==> src/rtl/fetch_queue_pkg.sv <==
// -----------------------------------------------------------------------------
// fetch_queue_pkg
// Shared definitions for the prefetching fetch stage:
//   - PC source select encodings driven by Decode (id_if_selpctype)
//   - the NOP word pushed into IF/ID when no instruction is available
//   - instruction word width
// No ports (package).
// -----------------------------------------------------------------------------
package fetch_queue_pkg;

    localparam int INSTR_W = 32;

    localparam logic [INSTR_W-1:0] NOP_INSTR = 32'h0;

    typedef enum logic [1:0] {
        PCSEL_IMM = 2'b00,
        PCSEL_REG = 2'b01,
        PCSEL_IDX = 2'b10,
        PCSEL_EXC = 2'b11
    } pcsel_e;

endpackage

==> src/rtl/fetch_queue_fifo.sv <==
// -----------------------------------------------------------------------------
// fetch_fifo
// Small circular prefetch queue used between instruction memory and Decode.
// Head is read straight out of the storage registers so Decode sees the
// oldest entry without an extra cycle.
// Ports:
//   clock, reset      rising-edge clock, asynchronous active-low reset
//   flush             drop all entries (pointers and count back to zero)
//   push, push_data   write one entry at the tail
//   pop               consume the head entry (ignored when empty)
//   head              oldest entry
//   count             number of valid entries (0..DEPTH)
//   full, empty       occupancy flags
// -----------------------------------------------------------------------------
module fetch_fifo #(
    parameter int WIDTH = 64,
    parameter int DEPTH = 4,
    localparam int PTR_W = $clog2(DEPTH),
    localparam int CNT_W = PTR_W + 1
) (
    input  logic             clock,
    input  logic             reset,
    input  logic             flush,
    input  logic             push,
    input  logic [WIDTH-1:0] push_data,
    input  logic             pop,
    output logic [WIDTH-1:0] head,
    output logic [CNT_W-1:0] count,
    output logic             full,
    output logic             empty
);

    logic [WIDTH-1:0] store [DEPTH];
    logic [PTR_W-1:0] rd_ptr;
    logic [PTR_W-1:0] wr_ptr;
    logic             do_push;
    logic             do_pop;

    assign empty   = (count == '0);
    assign full    = (count == CNT_W'(DEPTH));
    assign do_pop  = pop && !empty;
    // A write into a full queue is only safe when the head leaves on the same edge
    assign do_push = push && (!full || do_pop);
    assign head    = store[rd_ptr];

    // Pointers are exactly log2(DEPTH) bits so they wrap on their own;
    // count carries one extra bit to tell full from empty
    always_ff @(posedge clock or negedge reset) begin
        if (!reset) begin
            rd_ptr <= '0;
            wr_ptr <= '0;
            count  <= '0;
        end else if (flush) begin
            rd_ptr <= '0;
            wr_ptr <= '0;
            count  <= '0;
        end else begin
            if (do_push) wr_ptr <= wr_ptr + PTR_W'(1);
            if (do_pop)  rd_ptr <= rd_ptr + PTR_W'(1);
            case ({do_push, do_pop})
                2'b10:   count <= count + CNT_W'(1);
                2'b01:   count <= count - CNT_W'(1);
                default: count <= count;
            endcase
        end
    end

    // Storage needs no reset: an entry is only ever read after it was written
    always_ff @(posedge clock) begin
        if (do_push && !flush) store[wr_ptr] <= push_data;
    end

endmodule

==> src/rtl/fetch_queue.sv <==
// -----------------------------------------------------------------------------
// fetch_queue
// Fetch stage with PC generation and a prefetch queue in front of Decode.
// Keeps fetching while Decode stalls, absorbs the one-cycle memory latency,
// and flushes everything (queue and in-flight read) on a redirect.
// Ports:
//   clock, reset              rising-edge clock, asynchronous active-low reset
//   id_stall                  Decode cannot accept; IF/ID outputs hold
//   id_if_selpcsource         redirect request (taken only when not stalled)
//   id_if_selpctype           target select: imm / rega / pcindex / EXC_VECTOR
//   id_if_rega, id_if_pcimd2ext, id_if_pcindex   candidate targets
//   imem_req, imem_addr       combinational read request to instruction memory
//   imem_data                 read data, one cycle after imem_req
//   if_id_instruc, if_id_nextpc, if_id_valid     IF/ID pipeline registers
// Configuration macro FETCH_PERF_EN adds perf_fetch_cnt (accepted responses)
// and perf_redirect_cnt (taken redirects).
// -----------------------------------------------------------------------------
module fetch_queue
    import fetch_queue_pkg::*;
#(
    parameter int                ADDR_W     = 32,
    parameter int                IMEM_AW    = 7,
    parameter int                QDEPTH     = 4,
    parameter logic [ADDR_W-1:0] RESET_PC   = '0,
    parameter logic [ADDR_W-1:0] EXC_VECTOR = ADDR_W'('h40)
) (
    input  logic               clock,
    input  logic               reset,
    input  logic               id_stall,
    input  logic               id_if_selpcsource,
    input  logic [1:0]         id_if_selpctype,
    input  logic [ADDR_W-1:0]  id_if_rega,
    input  logic [ADDR_W-1:0]  id_if_pcimd2ext,
    input  logic [ADDR_W-1:0]  id_if_pcindex,
    output logic               imem_req,
    output logic [IMEM_AW-1:0] imem_addr,
    input  logic [INSTR_W-1:0] imem_data,
    output logic [INSTR_W-1:0] if_id_instruc,
    output logic [ADDR_W-1:0]  if_id_nextpc,
    output logic               if_id_valid
`ifdef FETCH_PERF_EN
    ,
    output logic [31:0]        perf_fetch_cnt,
    output logic [31:0]        perf_redirect_cnt
`endif
);

    localparam int CNT_W   = $clog2(QDEPTH) + 1;
    localparam int ENTRY_W = ADDR_W + INSTR_W;

    logic [ADDR_W-1:0]  pc;
    logic [ADDR_W-1:0]  req_pc;
    logic               inflight;
    logic               redirect_take;
    logic [ADDR_W-1:0]  redirect_target;
    logic               fifo_push;
    logic               fifo_pop;
    logic [ENTRY_W-1:0] fifo_head;
    logic [CNT_W-1:0]   fifo_count;
    logic               fifo_full;
    logic               fifo_empty;

    // A stalled Decode keeps its redirect pending; we only act once it can move
    assign redirect_take = id_if_selpcsource && !id_stall;

    // Reserve a slot for every outstanding read so a response can never overflow
    assign imem_req  = !fifo_full && ((fifo_count + CNT_W'(inflight)) < CNT_W'(QDEPTH))
                       && !redirect_take;
    assign imem_addr = pc[IMEM_AW+1:2];

    assign fifo_push = inflight && !redirect_take;
    assign fifo_pop  = !id_stall && !redirect_take;

    // Redirect target select
    always_comb begin
        redirect_target = id_if_pcimd2ext;
        case (pcsel_e'(id_if_selpctype))
            PCSEL_IMM: redirect_target = id_if_pcimd2ext;
            PCSEL_REG: redirect_target = id_if_rega;
            PCSEL_IDX: redirect_target = id_if_pcindex;
            PCSEL_EXC: redirect_target = EXC_VECTOR;
            default:   redirect_target = id_if_pcimd2ext;
        endcase
    end

    // Queue entries carry the already-incremented PC alongside the word
    fetch_fifo #(
        .WIDTH (ENTRY_W),
        .DEPTH (QDEPTH)
    ) u_fifo (
        .clock     (clock),
        .reset     (reset),
        .flush     (redirect_take),
        .push      (fifo_push),
        .push_data ({req_pc + ADDR_W'(4), imem_data}),
        .pop       (fifo_pop),
        .head      (fifo_head),
        .count     (fifo_count),
        .full      (fifo_full),
        .empty     (fifo_empty)
    );

    // PC and in-flight tracking: a redirect kills the outstanding read and
    // issues nothing itself, so the first fetch of the target leaves next cycle
    always_ff @(posedge clock or negedge reset) begin
        if (!reset) begin
            pc       <= RESET_PC;
            req_pc   <= '0;
            inflight <= 1'b0;
        end else if (redirect_take) begin
            pc       <= redirect_target;
            inflight <= 1'b0;
        end else begin
            inflight <= imem_req;
            if (imem_req) begin
                pc     <= pc + ADDR_W'(4);
                req_pc <= pc;
            end
        end
    end

    // IF/ID registers: hold on stall, bubble with NOP when the queue is dry;
    // nextpc keeps its last value across bubbles
    always_ff @(posedge clock or negedge reset) begin
        if (!reset) begin
            if_id_instruc <= NOP_INSTR;
            if_id_nextpc  <= '0;
            if_id_valid   <= 1'b0;
        end else if (redirect_take) begin
            if_id_instruc <= NOP_INSTR;
            if_id_valid   <= 1'b0;
        end else if (!id_stall) begin
            if (!fifo_empty) begin
                if_id_nextpc  <= fifo_head[ENTRY_W-1:INSTR_W];
                if_id_instruc <= fifo_head[INSTR_W-1:0];
                if_id_valid   <= 1'b1;
            end else begin
                if_id_instruc <= NOP_INSTR;
                if_id_valid   <= 1'b0;
            end
        end
    end

`ifdef FETCH_PERF_EN
    // Performance counters; wrap naturally at 2^32
    always_ff @(posedge clock or negedge reset) begin
        if (!reset) begin
            perf_fetch_cnt    <= '0;
            perf_redirect_cnt <= '0;
        end else begin
            if (fifo_push)     perf_fetch_cnt    <= perf_fetch_cnt + 32'd1;
            if (redirect_take) perf_redirect_cnt <= perf_redirect_cnt + 32'd1;
        end
    end
`endif

endmodule
==> config.mk <==
export PLATFORM = sky130hd
export DESIGN_NAME = fetch_queue
export DESIGN_NICKNAME = d
export VERILOG_FILES = /design/src/rtl/fetch_queue_pkg.sv /design/src/rtl/fetch_queue_fifo.sv /design/src/rtl/fetch_queue.sv
export SDC_FILE = /design/constraint.sdc
export NUM_CORES = 1
export LEC_CHECK = 0
export CORE_MARGIN = 2
export CORE_UTILIZATION = 45
export DETAILED_ROUTE_END_ITERATION = 8
export GPL_ROUTABILITY_DRIVEN = 1
export PLACE_DENSITY = 0.77
export SYNTH_ARGS = -nofsm -noshare
export SYNTH_HDL_FRONTEND = slang
export SYNTH_SLANG_ARGS = --single-unit
==> constraint.sdc <==
create_clock -name clock -period 5.5 [get_ports clock]
set_input_delay 1.1 -clock clock [delete_from_list [all_inputs] [get_ports clock]]
set_output_delay 1.1 -clock clock [all_outputs]
set_load 0.005 [all_outputs]
==> results of run 1 <==
[stage by stage]
stage	setup WS [ps]	cells	power [mW]	util
after floorplan	1880	1110	6.30	-
after global placement	1080	1724	7.40	0.527
after detailed placement	1010	1724	7.52	0.527
after CTS	1120	1797	10.3	0.565
after global routing	952	1797	10.7	0.565
final	1130	1797	10.2	0.565
[cell usage after synthesis (15+ instances only)]
| library cell | count |
|---|---|
| sky130_fd_sc_hd__dfrtp_1 | 137 |
| sky130_fd_sc_hd__a211oi_1 | 23 |
| sky130_fd_sc_hd__nand3_1 | 26 |
| sky130_fd_sc_hd__nand2_1 | 209 |
| sky130_fd_sc_hd__nor2_1 | 42 |
| sky130_fd_sc_hd__o21ai_0 | 21 |
| sky130_fd_sc_hd__mux4_2 | 64 |
| sky130_fd_sc_hd__xor2_1 | 21 |
| sky130_fd_sc_hd__a21oi_1 | 25 |
| sky130_fd_sc_hd__edfxtp_1 | 256 |
| sky130_fd_sc_hd__mux2i_1 | 37 |
| sky130_fd_sc_hd__buf_2 | 15 |
| sky130_fd_sc_hd__xnor2_1 | 26 |
| sky130_fd_sc_hd__a22o_1 | 32 |
| sky130_fd_sc_hd__clkbuf_1 | 38 |
[where the power goes]
group / switching (mW) / internal, mW / total, mW / leakage (nW)
Sequential: 0.563 / 4.12 / 4.68 / 4.02
Combinational: 1.37 / 1.39 / 2.76 / 2.80
Clock: 1.10 / 1.68 / 2.78 / 0.652
Total: 3.03 / 7.18 / 10.2 / 7.47
[layout by cell type (no fill, tap or decap), drive strengths merged, types with 4 or more instances in the layout]
master,count
nor2,42
bufinv,6
xnor2,26
or3,5
nor4,4
ha,6
nand4,12
a21oi,25
edfxtp,256
clkinv,9
clkbuf,56
a31oi,8
nand3,27
and3,11
nand2,211
a22o,32
o21ai,21
xor2,21
and4,8
a211oi,23
and2,12
dfrtp,137
clkdlybuf4s50,203
buf,18
inv,14
mux4,64
or4,4
mux2i,37
nor3,9
[sequential cells by signal, indices dropped and copies added, names as in the netlist]
signal,cells
u_fifo.store,256
u_fifo.wr_ptr,2
req_pc,32
if_id_nextpc,32
u_fifo.rd_ptr,2
pc,32
if_id_instruc,32
inflight,1
u_fifo.count,3
if_id_valid,1
[path summary, 6_finish.rpt]
check | startpoint | cells past startpoint | endpoint | slack [ps]
max | id_stall | 5 | imem_req | 1130
min | if_id_nextpc[7] | 2 | if_id_nextpc[7] | 480
max reg2reg | u_fifo.rd_ptr[0] | 3 | if_id_instruc[27] | 2970
min reg2reg | if_id_nextpc[7] | 2 | if_id_nextpc[7] | 480
max in group asynchronous | reset | 2 | if_id_nextpc[21] | 3770
min in group asynchronous | reset | 1 | if_id_instruc[23] | 620
[kinds of logic (layout without fill, tap and decap cells)]
group                    count (synthesis)  in the layout  synth area share
AO/OA/AOI/OAI                          128            128            0.0545
XOR/XNOR                                47             47            0.0252
adder cells (fa/ha/maj)                  7              7           0.00583
buffers and inverters                   81            307            0.0244
flip-flops                             393            393             0.681
multiplexers                           102            102             0.112
AND/OR/NAND/NOR                        352            352            0.0969
[layout make-up]
| class | instances | area [µm²] | share of cell area |
|---|---|---|---|
| clock inverter | 17 | 262 | 0.0130 |
| multi-input combinational | 636 | 4810 | 0.239 |
| inverter | 13 | 48.8 | 0.00242 |
| tap | 461 | 577 | 0.0287 |
| sequential | 393 | 11100 | 0.552 |
| timing repair buffer | 221 | 2220 | 0.110 |
| clock buffer | 56 | 1090 | 0.0542 |
[metal layers]
metal / GRT usage / vias up / share of wire
li1: - / 4529 / -
met1: 0.254 / 4877 / 0.44
met2: 0.291 / 416 / 0.47
met3: 0.0359 / 48 / 0.075
met4: 0.0456 / 0 / 0.018
met5: 0 / - / 0
[worst max-delay path, delay by kind of cell]
family                 cells  cell delay, ps
buffers and inverters      3            1740
AND/OR/NAND/NOR            2             420
==> impl_summary.log, run 1 <==
[metrics] critical path endpoint category: output port
[metrics] number of hold buffers added after cts: 0
[metrics] clk sinks: 393
[metrics] CTS clk-pin slew, worst paths: 60 ps
[metrics] aggregate routed wire length: 34.5 mm
[metrics] critical path class: in -> out
[metrics] DRC violation total after the first TritonRoute iteration: between 700 and 800
[metrics] CP arrival: 3270 ps
[metrics] maximum fanout along the worst path: 38
[metrics] total negative setup slack: 0 ps
[metrics] CTS root buf: sky130_fd_sc_hd__clkbuf_16
[metrics] Hold Slack: 476 ps
[metrics] largest net degree at the start of global routing: 98
[metrics] YS warnings: 0
[metrics] ratio of cells with drive above 1 in the final layout: 0.118
[metrics] setup repair after global routing missed its margin: no
[metrics] actual slew at the worst max-slew pin: 1100 ps
[metrics] area of the die: between 30000 and 40000 µm²
[metrics] highest cell delay on the worst timing path: 710 ps
[metrics] # diodes: 0
[metrics] H-tree Lvls: 2
[metrics] largest vdd supply drop: 0.000227 V
[metrics] average footprint of a synthesized cell: 14.7 µm²
[metrics] # DRC: 19
[metrics] Cell Area, Synth: around 16000 µm²
[metrics] Crit-path slowest cell: sky130_fd_sc_hd__clkdlybuf4s50_1
[metrics] CTS-repair resized insts: 0
[metrics] number of enable-type register cells in the synthesized netlist: roughly 260
[metrics] nets@finish: 1446
[metrics] final cell area excluding filler cells: 20100 µm²
[metrics] async set-or-reset flop fraction in the synthesized netlist: 0.349
[metrics] TritonCTS clock tree: yes
[metrics] run status: finished, violations left
[metrics] final critical-path required period: 4370 ps
[metrics] setup violation total in the final timing report: 0
[metrics] initial antenna violation count: 0
[metrics] share of Yosys cell area claimed by the top area cell type: 0.471
[metrics] number of global-route vias before repair: 9837
[metrics] largest cells by area after synthesis: sky130_fd_sc_hd__edfxtp_1 (47%), sky130_fd_sc_hd__dfrtp_1 (21%), sky130_fd_sc_hd__mux4_2 (8.8%)
[metrics] sequential cell area fraction in the yosys report: 0.681
[metrics] kind of start point of the critical path: input port
[metrics] die width: 194 µm
[metrics] number of primary I/O pins: slightly above 200
[metrics] total clock buffers created by CTS: 40
[metrics] wire length of the first global-routing pass: 54.0 mm
[metrics] detailed placer's ending HPWL: 22.7 mm
[metrics] routed wirelength normalized by instance count: just under 20 µm
[metrics] library cell occupying the most area in the post-synthesis netlist: sky130_fd_sc_hd__edfxtp_1
[metrics] grt total ovfl: 0
[metrics] total vias in the final route: 9870
[metrics] final hold violations: 0
[metrics] Max Freq: 0.229 GHz
[metrics] main flop type after synthesis: sky130_fd_sc_hd__edfxtp_1
[metrics] number of fillers in the final layout: ~2800
[metrics] starting density of the core: 0.458
[metrics] distinct cell type count after synthesis: 56
[metrics] violations in the final reports: design-rule violations
[metrics] cell area after placement: 18800 µm²
[metrics] net count after synthesis: 1251
[metrics] cells after synthesis: about 1100
[metrics] worst min-delay path category: reg -> reg
[metrics] total number of placement rows: 69
[metrics] number of detailed-routing iterations run before antenna repair: 9
[metrics] power density over the cells: 507 nW/µm²
[metrics] total of flip-flops plus latches after synthesis: 393
[metrics] total setup buffers inserted after CTS: 0
[metrics] Worst-Skew Late Latency: 540 ps
[metrics] post-detailed-route via-to-cell ratio: 5.49
[metrics] number of max-cap violations: 0
[metrics] crit-path cells: buf_2 > nand2b_2 > nand2_1 > clkinv_1 > clkdlybuf4s50_1
[metrics] Leak Pwr: 7.47 nW
[metrics] Slew HR: 0.262
[metrics] input/output buffers: approximately 200
[metrics] clk_skew: 19.8 ps
[metrics] global routing usage summed across all routing layers: 0.181
[metrics] required arrival time at the worst endpoint: 4400 ps
[metrics] max-slew violations: 0
[metrics] Std-Cell Core Area: about 36000 µm²
[metrics] Area growth, synth to finish: 23.4%
[metrics] share of the cycle needed by the critical path after routing: 0.794
[metrics] number of routed nets with antenna violations: 0
[metrics] maximum clock path buffer count: 3
[metrics] final weighted congestion in routability-driven placement: 0.849
[metrics] vertical die dimension: 194 µm
Note: power is estimated with default switching activity, not from simulation.
==> inputs of run 2 (changes only) <==
--- a/config.mk
+++ b/config.mk
@@ -9,7 +9,7 @@
 export CORE_UTILIZATION = 45
 export DETAILED_ROUTE_END_ITERATION = 8
 export GPL_ROUTABILITY_DRIVEN = 1
-export PLACE_DENSITY = 0.77
+export PLACE_DENSITY = 0.8
 export SYNTH_ARGS = -nofsm -noshare
 export SYNTH_HDL_FRONTEND = slang
 export SYNTH_SLANG_ARGS = --single-unit
==> constraint.sdc (replaced) <==
create_clock -name clock -period 3.6 [get_ports clock]
set_input_delay 0.72 -clock clock [delete_from_list [all_inputs] [get_ports clock]]
set_output_delay 0.72 -clock clock [all_outputs]
set_load 0.005 [all_outputs]
==> run 2 against run 1 <==
The run still ends with design-rule violations left; largest power group unchanged; sequential power up 52%; sequential cell count is the same; clock power grew 45%; first-iteration DRC count up 4.7%.
==> impl_summary.log, run 2 (synthesis gave the netlist of run 1 again) <==
[metrics] kind of start point of the critical path: flop
[metrics] maximum clock path buffer count: 3
[metrics] highest cell delay on the worst timing path: 520 ps
[metrics] CTS-repair resized insts: 0
[metrics] final hold violations: 0
[metrics] CTS clk-pin slew, worst paths: 60 ps
[metrics] number of routed nets with antenna violations: 0
[metrics] global routing usage summed across all routing layers: 0.182
[metrics] detailed placer's ending HPWL: 22.2 mm
[metrics] Crit-path slowest cell: sky130_fd_sc_hd__clkdlybuf4s50_1
[metrics] area of the die: about 38000 µm²
[metrics] total vias in the final route: between 9000 and 10000
[metrics] run status: finished, violations left
[metrics] worst min-delay path category: in -> async
[metrics] Slew HR: 0.476
[metrics] critical path endpoint category: output port
[metrics] vertical die dimension: 194 µm
[metrics] CP arrival: 2110 ps
[metrics] largest net degree at the start of global routing: 67
[metrics] die width: 194 µm
[metrics] total negative setup slack: 0 ps
[metrics] relative contribution of combinational cells to total power: 0.278
[metrics] Area growth, synth to finish: 23.7%
[metrics] clock network fraction of total power: 0.260
[metrics] Worst-Skew Late Latency: 530 ps
[metrics] max reg flops: roughly 260
[metrics] largest reg by FF count: u_fifo.store
[metrics] crit-path cells: nand3_1 > xor2_1 > nand2_1 > clkinv_1 > clkdlybuf4s50_1
[metrics] actual slew at the worst max-slew pin: 785 ps
[metrics] grt total ovfl: 0
[metrics] number of hold buffers added after cts: 0
[metrics] largest vdd supply drop: 0.000423 V
[metrics] number of max-cap violations: 0
[metrics] number of fillers in the final layout: 2778
[metrics] final critical-path required period: 2830 ps
[metrics] highest-count cells in the layout ignoring fill and taps: sky130_fd_sc_hd__edfxtp_1 (256), sky130_fd_sc_hd__nand2_1 (209), sky130_fd_sc_hd__clkdlybuf4s50_1 (203)
[metrics] area of all sequential standard cells: 11100 µm²
[metrics] # diodes: 0
[metrics] DRC violation total after the first TritonRoute iteration: 797
[metrics] ratio of cells with drive above 1 in the final layout: 0.125
[metrics] CTS root buf: sky130_fd_sc_hd__clkbuf_16
[metrics] nets@finish: 1453
[metrics] Std-Cell Core Area: ~36000 µm²
[metrics] # DRC: 17
[metrics] aggregate routed wire length: roughly 34 mm
[metrics] H-tree Lvls: 2
[metrics] share of total power consumed by net switching: 0.298
[metrics] total number of placement rows: ~70
[metrics] maximum fanout along the worst path: 6
[metrics] setup repair after global routing missed its margin: no
[metrics] final weighted congestion in routability-driven placement: 0.886
[metrics] total setup buffers inserted after CTS: 0
[metrics] input/output buffers: 206
[metrics] required arrival time at the worst endpoint: 2880 ps
[metrics] TritonCTS clock tree: yes
[metrics] Hold Slack: between 150 and 200 ps
[metrics] initial antenna violation count: 0
[metrics] setup violation total in the final timing report: 0
[metrics] Leak Pwr: roughly 7.5 nW
[metrics] Psw: 4.61 mW
[metrics] number of primary I/O pins: 207
[metrics] starting density of the core: 0.458
[metrics] routed wirelength normalized by instance count: 19.0 µm
[metrics] share of the cycle needed by the critical path after routing: 0.786
[metrics] post-detailed-route via-to-cell ratio: 5.45
[metrics] wire length of the first global-routing pass: ~55 mm
[metrics] clk sinks: 393
[metrics] Int Power: between 10 and 15 mW
[metrics] number of detailed-routing iterations run before antenna repair: 8
[metrics] Multi-input gate area: about 4800 µm²
[metrics] violations in the final reports: design-rule violations
[metrics] cell area after placement: 18900 µm²
[metrics] power density over the cells: 765 nW/µm²
[metrics] critical path class: reg -> out
[metrics] final cell area excluding filler cells: around 20000 µm²
[metrics] max-slew violations: 0
[metrics] most common cell after layout, fill and taps aside: sky130_fd_sc_hd__edfxtp_1
[metrics] Max Freq: approximately 0.35 GHz
[metrics] Reg power frac: 0.462
[metrics] clk_skew: about 19 ps
[metrics] number of global-route vias before repair: 9880
[metrics] total clock buffers created by CTS: 40
-- run 2: cell types whose count changed in the layout (fill, tap and decap cells not counted), sizes merged --
cell / delta
clkinvlp: +2
clkbuf: -3
bufinv: -3
clkinv: +4
buf: +7
-- run 2: worst paths after layout --
| kind | from | end | slack, ps | cells past startpoint |
|---|---|---|---|---|
| min | reset | if_id_instruc[27] | 180 | 1 |
| max in group asynchronous | reset | if_id_instruc[6] | 2660 | 2 |
| max reg2reg | u_fifo.count[0] | u_fifo.count[2] | 1160 | 8 |
| max | u_fifo.count[0] | imem_req | 770 | 5 |
| min in group clock | if_id_nextpc[25] | if_id_nextpc[25] | 470 | 2 |
| min reg2reg | if_id_nextpc[25] | if_id_nextpc[25] | 470 | 2 |
-- run 2: metal layers --
metal  up-vias  GRT usage  routed length, µm
li1       4555          -                  -
met1      4834      0.251              14700
met2       382      0.302              16300
met3        52     0.0331               2550
met4         0     0.0459                633
met5         -          0                  0
-- run 2: worst max-delay path, delay by kind of cell, from the launching register on --
kind	cells	cell delay (ps)
buffers and inverters	2	590
DFF	1	470
and+or+nand+nor	2	280
xor gates and xnor gates	1	240
-- run 2: final cells by class --
type | count | share of cell area
clock buffers | 53 | 0.0545
clock inverters | 20 | 0.00961
inverters | 13 | 0.00242
multi-input cells | 636 | 0.239
flip-flops and latches | 393 | 0.551
well taps | 461 | 0.0286
repair buffers | 228 | 0.115
-- run 2: through the flow --
step,worst slack [ps],std cells,power [mW],utilization
final,772,1804,15.4,0.566
after global routing,692,1804,16.3,0.566
after CTS,785,1804,15.6,0.566
after detailed placement,637,1731,11.5,0.529
after global placement,693,1731,11.3,0.529
after floorplan,364,1110,9.63,-
-- run 2: power by group through the flow --
| stage | Sequential (mW) | Clock [mW] | Combinational, mW |
|---|---|---|---|
| final | 7.13 | 4.02 | 4.29 |
| after global routing | 7.27 | 4.29 | 4.71 |
| after CTS | 7.13 | 4.10 | 4.36 |
| after detailed placement | 7.20 | 0 | 4.32 |
| after global placement | 7.11 | 0 | 4.22 |
| after floorplan | 6.91 | 0 | 2.72 |
